$ cat config.mk
export PLATFORM = sky130hd
export DESIGN_NAME = note_judge
export DESIGN_NICKNAME = d
export VERILOG_FILES = /design/src/rtl/note_judge.sv
export SDC_FILE = /design/constraint.sdc
export NUM_CORES = 1
export LEC_CHECK = 0
export ABC_AREA = 1
export BUFFER_PORTS_ARGS = -buffer_cell sky130_fd_sc_hd__buf_2
export CORE_MARGIN = 2
export CORE_UTILIZATION = 30
export CTS_CLUSTER_DIAMETER = 50
export DETAILED_ROUTE_END_ITERATION = 8
export PLACE_DENSITY = 0.55
export SLEW_MARGIN = 20
export SYNTH_ARGS = -nofsm -noshare
export SYNTH_HDL_FRONTEND = slang
export SYNTH_SLANG_ARGS = --single-unit
$ cat constraint.sdc
create_clock -name clk -period 5.03 [get_ports clk]
set_input_delay 1.006 -clock clk [delete_from_list [all_inputs] [get_ports clk]]
set_output_delay 1.006 -clock clk [all_outputs]
set_load 0.02 [all_outputs]
$ cat src/rtl/note_judge.sv
// Per-lane hit/miss timing judge: compares button edges against note-arrival
// strobes, holds per-lane feedback, and keeps saturating hit/miss totals.
module note_judge #(
  parameter logic [23:0] WINDOW_CYCLES = 24'd5_000_000,
  parameter logic [23:0] HOLD_CYCLES   = 24'd10_000_000
) (
  input  logic        clk,
  input  logic        rst,
  input  logic [7:0]  btn,
  input  logic [7:0]  note_arrive,
  output logic [7:0]  noteAction,
  output logic [7:0]  noteSuccessState,
  output logic [15:0] hit_count,
  output logic [15:0] miss_count
);

  typedef enum logic [1:0] {IDLE, WINDOW, RESULT} state_t;

  logic [7:0]  btn_q;
  logic [7:0]  press;
  logic [7:0]  hit_ev;
  logic [7:0]  miss_ev;
  logic [3:0]  hit_pop;
  logic [3:0]  miss_pop;
  logic [16:0] hit_sum;
  logic [16:0] miss_sum;
  logic [15:0] hit_count_q, hit_count_d;
  logic [15:0] miss_count_q, miss_count_d;

  // Reset to all-ones so a button held through reset never looks like a press.
  always_ff @(posedge clk) begin
    if (rst) btn_q <= 8'hFF;
    else     btn_q <= btn;
  end

  assign press = btn & ~btn_q;

  genvar gi;
  generate
    for (gi = 0; gi < 8; gi++) begin : g_lane
      state_t      state_q;
      logic [23:0] cnt_q;
      logic        success_q;

      // A displacing arrival outranks a press, and a press outranks timeout.
      assign hit_ev[gi]  = (state_q == WINDOW) && !note_arrive[gi] && press[gi];
      assign miss_ev[gi] = (state_q == WINDOW) &&
                           (note_arrive[gi] || (!press[gi] && cnt_q == 24'd0));

      always_ff @(posedge clk) begin
        if (rst) begin
          state_q   <= IDLE;
          cnt_q     <= 24'd0;
          success_q <= 1'b0;
        end else begin
          unique case (state_q)
            IDLE: begin
              if (note_arrive[gi]) begin
                state_q <= WINDOW;
                cnt_q   <= WINDOW_CYCLES - 24'd1;
              end
            end
            WINDOW: begin
              if (note_arrive[gi]) begin
                cnt_q <= WINDOW_CYCLES - 24'd1;
              end else if (press[gi]) begin
                state_q   <= RESULT;
                success_q <= 1'b1;
                cnt_q     <= HOLD_CYCLES - 24'd1;
              end else if (cnt_q == 24'd0) begin
                state_q   <= RESULT;
                success_q <= 1'b0;
                cnt_q     <= HOLD_CYCLES - 24'd1;
              end else begin
                cnt_q <= cnt_q - 24'd1;
              end
            end
            RESULT: begin
              if (note_arrive[gi]) begin
                state_q <= WINDOW;
                cnt_q   <= WINDOW_CYCLES - 24'd1;
              end else if (cnt_q == 24'd0) begin
                state_q <= IDLE;
              end else begin
                cnt_q <= cnt_q - 24'd1;
              end
            end
            default: begin
              state_q <= IDLE;
              cnt_q   <= 24'd0;
            end
          endcase
        end
      end

      assign noteAction[gi]       = (state_q == RESULT);
      assign noteSuccessState[gi] = success_q & (state_q == RESULT);
    end
  endgenerate

  always_comb begin
    hit_pop  = 4'd0;
    miss_pop = 4'd0;
    for (int i = 0; i < 8; i++) begin
      hit_pop  = hit_pop + 4'(hit_ev[i]);
      miss_pop = miss_pop + 4'(miss_ev[i]);
    end
  end

  // Sums are formed one bit wider so overflow can clamp instead of wrap.
  assign hit_sum      = {1'b0, hit_count_q} + {13'd0, hit_pop};
  assign miss_sum     = {1'b0, miss_count_q} + {13'd0, miss_pop};
  assign hit_count_d  = hit_sum[16]  ? 16'hFFFF : hit_sum[15:0];
  assign miss_count_d = miss_sum[16] ? 16'hFFFF : miss_sum[15:0];

  always_ff @(posedge clk) begin
    if (rst) begin
      hit_count_q  <= 16'd0;
      miss_count_q <= 16'd0;
    end else begin
      hit_count_q  <= hit_count_d;
      miss_count_q <= miss_count_d;
    end
  end

  assign hit_count  = hit_count_q;
  assign miss_count = miss_count_q;

endmodule

After elaboration in Yosys (flattened, before gate mapping). Index checks and enable logic that the tools add are counted.

Register bits: 256. Latch bits: 0. Memory bits (writable): 0. ROM bits: 0. Bits of input ports: 18. Output and inout bits: 48. Memories kept: 0.

Add/subtract/negate cells: 24. $mul: 0. Divide/modulo/power cells: 0. Magnitude comparators: 0. Eq/ne operators: 56. Shift-type cells: 0. Multiplexer cells: 130. Bitwise operators: 18. Reduce and logical (&&, ||, !) cells: 104.

Operators by type and width (number): two-way mux 24 bit (48); case mux 24 bit (3 select lines) (8); logical NOT 24 bit (8); subtractor 24 x 1 -> 24 bit (second input constant) (8); two-way mux 2 bit (48); inequality test 3 x 2 -> 1 bit (second input constant) (16); case mux 2 bit (3 select lines) (8); adder 16 x 4 -> 17 bit (2); adder 4 x 1 -> 4 bit (8); logical AND 1 bit (32); two-way mux 16 bit (2); inequality test 2 bit (second input constant) (16); AND reduction 4 bit (8); inequality test 3 bit (second input constant) (8); AND reduction 3 bit (8); == test 2 x 1 -> 1 bit (second input constant) (8); == test 2 bit (second input constant) (8); logical NOT 1 bit (16); logical NOT 2 bit (8); two-way mux 1 bit (16); AND reduction 2 bit (8); nonzero test 2 bit (8); adder 3 x 1 -> 4 bit (2); bitwise AND 1 bit (8); 6 further kinds (22).

Logic depth before layout (Yosys ltp). Gate-level depths: netlist (run 1).

Depth in word-level cells: 15. Mapped depth: 27. Depth with buffers taken out: 27.

Worst setup path before layout (run 1). No wires, ideal clock.

Kind: input port to flip-flop. Start: input port note_arrive[0]. End: register hit_count_q[11], in the netlist hit_count[11]. Arrival time: 4.739 ns. Required time: 4.915 ns. Path slack: 0.176 ns. Stages on the path: 19. Path buffers: 1. Cell sequence: clkbuf_1 > nor2_1 > inv_1 > nor2_1 > fa_1 > inv_1 > fa_1 > fa_1 > inv_1 > fa_1 > fa_1 > a21oi_1 > o21ai_0 > nand2_1 > nor2_1 > nand3_2 > inv_1 > o21ai_0 > inv_1.

Cells in the longest elaborated chain, start to end: 12.

Ends and longest elaborated chain: start, declared (RTL line 10) `input logic [7:0] note_arrive,`; logical NOT 1 bit (RTL line 46) `assign hit_ev[gi] = (state_q == WINDOW) && !note_arrive[gi] && press[gi];`; logical AND 1 bit (2 in series) (RTL line 46); adder 1 x 1 -> 2 bit (RTL line 105) `hit_pop = hit_pop + 4'(hit_ev[i]);`; adder 2 x 1 -> 3 bit (RTL line 105); adder 3 x 1 -> 4 bit (RTL line 105); adder 4 x 1 -> 4 bit (4 in series) (RTL line 105); adder 16 x 4 -> 17 bit (RTL line 111) `assign hit_sum = {1'b0, hit_count_q} + {13'd0, hit_pop};`; two-way mux 16 bit (RTL line 113) `assign hit_count_d = hit_sum[16] ? 16'hFFFF : hit_sum[15:0];`; end signal, assigned (RTL line 121) `hit_count_q <= hit_count_d;`; end, declared (RTL line 27) `logic [15:0] hit_count_q, hit_count_d;`.

No other way between the ends. A chain may end at the register's enable or synchronous reset.

Worst setup path after layout (run 1).
Start: register g_lane[2].cnt_q[8]. End: register miss_count_q[10], in the netlist miss_count[10].

Cells in the longest elaborated chain, start to end: 12.

Ends and longest elaborated chain: start, declared (RTL line 42) `logic [23:0] cnt_q;`; start signal, assigned (RTL line 60) `cnt_q <= WINDOW_CYCLES - 24'd1;`; start signal, assigned (RTL line 65) `cnt_q <= WINDOW_CYCLES - 24'd1;`; start signal, assigned (RTL line 69) `cnt_q <= HOLD_CYCLES - 24'd1;`; logical NOT 24 bit (RTL line 48) `(note_arrive[gi] || (!press[gi] && cnt_q == 24'd0));`; logical AND 1 bit (RTL line 48); logical OR 1 bit (RTL line 48); logical AND 1 bit (RTL line 47) `assign miss_ev[gi] = (state_q == WINDOW) &&`; adder 2 x 1 -> 3 bit (RTL line 106) `miss_pop = miss_pop + 4'(miss_ev[i]);`; adder 3 x 1 -> 4 bit (RTL line 106); adder 4 x 1 -> 4 bit (4 in series) (RTL line 106); adder 16 x 4 -> 17 bit (RTL line 112) `assign miss_sum = {1'b0, miss_count_q} + {13'd0, miss_pop};`; two-way mux 16 bit (RTL line 114) `assign miss_count_d = miss_sum[16] ? 16'hFFFF : miss_sum[15:0];`; end signal, assigned (RTL line 122) `miss_count_q <= miss_count_d;`; end, declared (RTL line 28) `logic [15:0] miss_count_q, miss_count_d;`.

No other way between the ends.

==> results of run 1 <==
[flip-flops by register name, indices dropped and copies added (netlist names)]
name,cells
btn_q,8
g_lane.cnt_q,192
g_lane.state_q,16
g_lane.success_q,8
hit_count,16
miss_count,16
[repair_timing]
action	4_1_cts	5_1_grt
endpoints found under the setup margin	0	10
hold buffers	0	0
gates resized for setup	0	2
[worst register-to-register path, delay by kind of cell, from the launching register on]
family	cells	cell delay [ps]
compound gates	1	120
flops	1	330
buf+inv	3	220
fa+ha+maj	5	2110
simple gates	17	1730
[cell type report]
class / count / area share [%]
Inverter: 346 / 6.94
Timing Repair Buffer: 94 / 3.00
Clock inverter: 19 / 1.27
Sequential cell: 256 / 27.4
Antenna cell: 1 / 0.0134
Multi-Input combinational cell: 2018 / 50.9
Clock buffer: 49 / 5.86
Tap cell: 696 / 4.65
[per-layer routing]
metal | vias to the layer above | wire length, um | part of all wire (%) | track usage [%]
met5 | - | 0 | 0 | 0
met4 | 0 | 830 | 1.8 | 4.33
met3 | 53 | 2560 | 5.6 | 2.95
met2 | 328 | 19600 | 43 | 25.8
met1 | 7182 | 22800 | 50 | 22.9
li1 | 8635 | - | - | -
[through the flow]
step	hold WS, ps	setup TNS [ps]
CTS	467	0
finish	464	0
detailed placement	458	-1320
floorplan	441	0
global route	489	0
global placement	454	-649
[power by group]
part	leakage (nW)	internal [mW]	switching, mW	total [mW]
Clock	0.656	1.76	1.06	2.82
Combinational	5.99	0.391	0.785	1.18
Sequential	2.10	2.16	0.134	2.29
Total	8.75	4.31	1.98	6.29
[placed cells by master (no fill, tap or decap), drive strengths merged, types with 3 or more instances in the layout]
| cell type | synthesis | routed |
|---|---|---|
| buf | 22 | 94 |
| and2 | 3 | 3 |
| o21bai | 10 | 10 |
| nand2 | 771 | 771 |
| o211ai | 5 | 5 |
| clkbuf | 31 | 49 |
| nor3 | 21 | 21 |
| nand3b | 11 | 11 |
| ha | 28 | 28 |
| xor2 | 63 | 63 |
| fa | 10 | 10 |
| bufinv | 0 | 4 |
| nor2 | 446 | 446 |
| a21oi | 216 | 216 |
| nand4 | 41 | 41 |
| or2 | 5 | 5 |
| nor3b | 5 | 5 |
| o21ai | 146 | 146 |
| xnor2 | 24 | 24 |
| nand3 | 198 | 198 |
| clkinv | 0 | 8 |
| inv | 346 | 352 |
| dfxtp | 256 | 256 |
| a31oi | 7 | 7 |
[final timing paths]
kind	startpoint	endpoint	slack, ps	depth (start not counted)
worst max-delay path	g_lane[2].cnt_q[8]	miss_count[10]	410	26
worst min-delay path	g_lane[4].cnt_q[23]	g_lane[4].cnt_q[23]	460	2
worst min register to register	g_lane[4].cnt_q[23]	g_lane[4].cnt_q[23]	460	2
worst max register to register	g_lane[2].cnt_q[8]	miss_count[10]	410	26
[cells by family after synthesis]
logic type / synth area share [%]
fa+ha+maj: 3.40
xor+xnor: 4.70
compound gates: 12.5
simple gates: 38.1
flops: 31.6
buf+inv: 9.69
==> impl_metrics.py, run 1 <==
metrics = {
    "synth": {
        "synth.most_common_cell": "nand2_1",
        "avgSynthCellArea_um2": 6.07,
        "synth.cell_area_mm2": 0.0162,
        "yosysSeqAreaShare_pct": 31.6,
        "ys_types": 42,
        "synth_top_area_share_pct": 31.6,
        "synthCells": 2673,
        "synth_nets": 2729,
        "synth_edf_count": 0,
        "yosys.area.top_type": "dfxtp_1",
        "synthFlopType": "dfxtp_1",
        "async_flop_share_pct": 0,
        "yosysWarnings": 0,
        "synthTopCellsByArea": "dfxtp_1, nand2_1, nor2_1",
        "ys_ff_latch": 256,
        "netlist_top_cells_count": "nand2_1, nor2_1, inv_1, dfxtp_1, a21oi_1",
    },
    "detailed_routing": {
        "wl_um": 45800,
        "vias_per_cell": 4.66,
        "ant_nets": 0,
        "drt-initial-drc-count": 954,
        "first_pass_iters": 7,
        "wl_per_cell_um": 13.2,
        "drc": 0,
        "num_vias": 16198,
    },
    "timing": {
        "slew_violations": 0,
        "worst_pin_slew_ps": 1080,
        "finalHoldViolations": 0,
        "rsz0062_at_grt": "false",
        "fin_ws_ps": 405,
        "fmax_ghz": 0.216,
        "skew_ps": 17.0,
        "maxSlewHeadroom_pct": 27.9,
        "min_period_ps": 4620,
        "fin_crit_sh_pct": 91.9,
        "setup_viol": 0,
    },
    "global_routing": {
        "antenna_found_initial": 1,
        "grt_usage_pct": 16.4,
        "grt_pass1_vias": 14927,
        "overflow": 0,
        "grt_pass1_wl_um": 76400,
        "grt_max_degree": 72,
    },
    "placement": {
        "post-place-ws_ps": -104,
        "portBuffers": 65,
        "numPlacedInstances": 3410,
        "hpwl_um": 33300,
        "gp_congestion": 0.866,
        "placed_area_mm2": 0.0174,
    },
    "cells_and_area": {
        "area_delta_synth_final_pct": 15.4,
        "num-nets-final": 2810,
        "multiInputGateArea_mm2": 0.00952,
        "design_area_mm2": 0.0187,
        "n_fill_cell": 5919,
        "utilization_pct": 34.9,
        "drive_gt1_share_pct": 6.76,
        "final_cells": 3479,
        "ff_latch_area_mm2": 0.00512,
    },
    "clocking": {
        "numCtsBuffers": 38,
        "clkLatencyLatePin_ps": 560,
        "clock_path_buffers": 3,
        "cts_tree": "built",
        "cts_root_buf": "clkbuf_16",
        "cts_setup_buffers": 0,
        "path_clk_slew_ps": 60,
        "cts_htree_levels": 2,
        "cts_sinks": 256,
    },
    "run_status": {
        "status": "finished clean",
    },
    "floorplanning": {
        "start_util_pct": 30.2,
        "dieWidth_um": 236,
        "row_count": 85,
        "dieArea_mm2": 0.0559,
        "die_h_um": 236,
        "io_pins": 66,
        "coreArea_mm2": 0.0536,
    },
    "min_path": {
        "hold_path_class": "flop to flop",
    },
    "worst_setup_path": {
        "critPathArrivalTime_ps": 5070,
        "path_class": "flop to flop",
        "cp_slowest_cell": "fa_1",
        "crit_path_frequent_cell": "nand2_1",
        "worst_ep_required_time_ps": 5470,
        "cp_num_buf_inv": 3,
        "path_delay_family": "adder cells",
        "critPathMaxStageDelay_ps": 470,
        "cp_max_fo": 9,
        "crit_path_start_kind": "flop",
        "end_kind": "flop",
    },
    "power_and_ir_drop": {
        "total_power_mw": 6.29,
        "p_leak_nw": 8.75,
        "power.density_mw_per_mm2": 336,
        "irDropWorstVdd_v": 0.000222,
    },
    "flow_run": {
        "cap_violations": 0,
    },
}
No activity file was read; power rests on OpenSTA's default activity.
==> run 2, diff against run 1 <==
Settings changed: CTS_BUF_LIST set to sky130_fd_sc_hd__clkbuf_8 sky130_fd_sc_hd__clkbuf_16.
==> run 2 against run 1 <==
Final cell count did not move. Global-route usage hardly changed. Sequential share of layout area did not move. Non-clock buffer count is the same.
==> impl_metrics.py, run 2 (same netlist as run 1, synthesis figures left out) <==
metrics = {
    "run_status": {
        "status": "finished clean",
    },
    "clocking": {
        "ctsResizeCount": 0,
        "cts_root_buf": "clkbuf_16",
        "cts_tree": "built",
        "cts_sinks": 256,
        "clkLatencyLatePin_ps": 550,
        "cts_setup_buffers": 0,
        "hold_buffers": 0,
        "path_clk_slew_ps": 60,
        "clock_path_buffers": 3,
        "numCtsBuffers": 38,
        "cts_htree_levels": 2,
    },
    "worst_setup_path": {
        "cp_slowest_cell": "fa_1",
        "cp_max_fo": 9,
        "end_kind": "flop",
        "cp_num_buf_inv": 4,
        "path_class": "flop to flop",
        "critPathMaxStageDelay_ps": 520,
        "crit_path_frequent_cell": "nand2_1",
        "worst_ep_required_time_ps": 5470,
        "path_delay_family": "adder cells",
        "crit_path_start_kind": "flop",
        "critPathArrivalTime_ps": 5060,
    },
    "detailed_routing": {
        "wl_um": 45800,
        "drc": 0,
        "drt-initial-drc-count": 1039,
        "ant_nets": 0,
        "first_pass_iters": 6,
        "num_vias": 16173,
        "wl_per_cell_um": 13.2,
        "vias_per_cell": 4.65,
    },
    "cells_and_area": {
        "design_area_mm2": 0.0187,
        "largest_reg_flops": 192,
        "n_fill_cell": 5919,
        "area_delta_synth_final_pct": 15.4,
        "drive_gt1_share_pct": 6.76,
        "largest_register": "g_lane.cnt_q",
        "mostFrequentLayoutCell": "nand2_1",
        "num-nets-final": 2810,
        "final_cell_mix": "nand2_1, nor2_1, inv_1",
    },
    "floorplanning": {
        "dieArea_mm2": 0.0559,
        "die_h_um": 236,
        "io_pins": 66,
        "start_util_pct": 30.2,
        "coreArea_mm2": 0.0536,
        "row_count": 85,
        "dieWidth_um": 236,
    },
    "placement": {
        "gp_congestion": 0.866,
        "portBuffers": 65,
        "placed_area_mm2": 0.0174,
        "hpwl_um": 33300,
        "post-place-ws_ps": -104,
    },
    "timing": {
        "slew_violations": 0,
        "worst_pin_slew_ps": 1080,
        "setup_viol": 0,
        "maxSlewHeadroom_pct": 27.5,
        "min_period_ps": 4620,
        "fin_ws_ps": 409,
        "skew_ps": 15.3,
        "finalHoldViolations": 0,
        "fin_hold_ws_ps": 464,
        "fmax_ghz": 0.216,
        "rsz0062_at_grt": "false",
        "fin_crit_sh_pct": 91.9,
    },
    "global_routing": {
        "grt_pass1_vias": 14928,
        "antenna_found_initial": 1,
        "grt_pass1_wl_um": 76400,
        "grt_max_degree": 72,
        "overflow": 0,
        "grt_usage_pct": 16.4,
    },
    "power_and_ir_drop": {
        "total_power_mw": 6.28,
        "p_comb_share_pct": 18.7,
        "irDropWorstVdd_v": 0.000221,
        "internal-power_mw": 4.30,
        "pwr-share-seq_pct": 36.5,
        "p_sw_share_pct": 31.5,
        "power.density_mw_per_mm2": 335,
        "p_switching_mw": 1.98,
        "clkPwrFrac_pct": 44.8,
        "p_leak_nw": 8.77,
    },
    "flow_run": {
        "cap_violations": 0,
    },
    "min_path": {
        "hold_path_class": "flop to flop",
    },
}
## run 2: cell types whose count changed in the layout (fill, tap and decap cells not counted), sizes merged
| cell | before | now |
|---|---|---|
| clkbuf | 49 | 45 |
| inv | 352 | 356 |
## run 2: layer usage
metal	routed length (um)	global-route usage (%)	vias to the layer above
met2	19600	25.8	318
met1	22900	22.9	7168
met4	842	4.33	0
li1	-	-	8632
met3	2450	2.95	55
met5	0	0	-
## run 2: final cells by class
class	instances	area, um^2	share of cell area, %
diodes	1	2.50	0.0134
clock buffers	45	1080	5.78
clock inverters	23	253	1.35
inverters	346	1300	6.94
multi-input cells	2018	9520	50.9
flip-flops and latches	256	5120	27.4
well taps	696	871	4.65
repair buffers	94	562	3.00
## run 2: path summary, 6_finish.rpt
check	from	endpoint	slack [ps]	cells after the start
worst max-delay path	g_lane[2].cnt_q[0]	miss_count[10]	410	27
worst min-delay path	g_lane[4].cnt_q[23]	g_lane[4].cnt_q[23]	460	2
worst max register to register	g_lane[2].cnt_q[0]	miss_count[10]	410	27
worst min register to register	g_lane[4].cnt_q[23]	g_lane[4].cnt_q[23]	460	2
## run 2: through the flow
stage / instances / utilization [%] / TNS (ps)
floorplan: 2673 / - / 0
global placement: 3410 / 32.4 / -649
detailed placement: 3410 / 32.4 / -1320
CTS: 3478 / 34.9 / 0
global route: 3478 / 34.9 / 0
finish: 3479 / 34.9 / 0
## run 2: worst min-delay path: cells and delay by family (launching register included)
kind,cells,cell delay (ps)
flops,1,310
simple gates,1,60
compound gates,1,50
## run 2: power groups by stage
| stage | Combinational (mW) | Sequential [mW] | Clock [mW] |
|---|---|---|---|
| final | 1.18 | 2.29 | 2.81 |
| after global routing | 1.36 | 2.31 | 2.98 |
| after CTS | 1.18 | 2.29 | 2.90 |
| after detailed placement | 1.17 | 2.33 | 0 |
| after global placement | 1.18 | 2.33 | 0 |
| after floorplan | 0.886 | 2.30 | 0 |
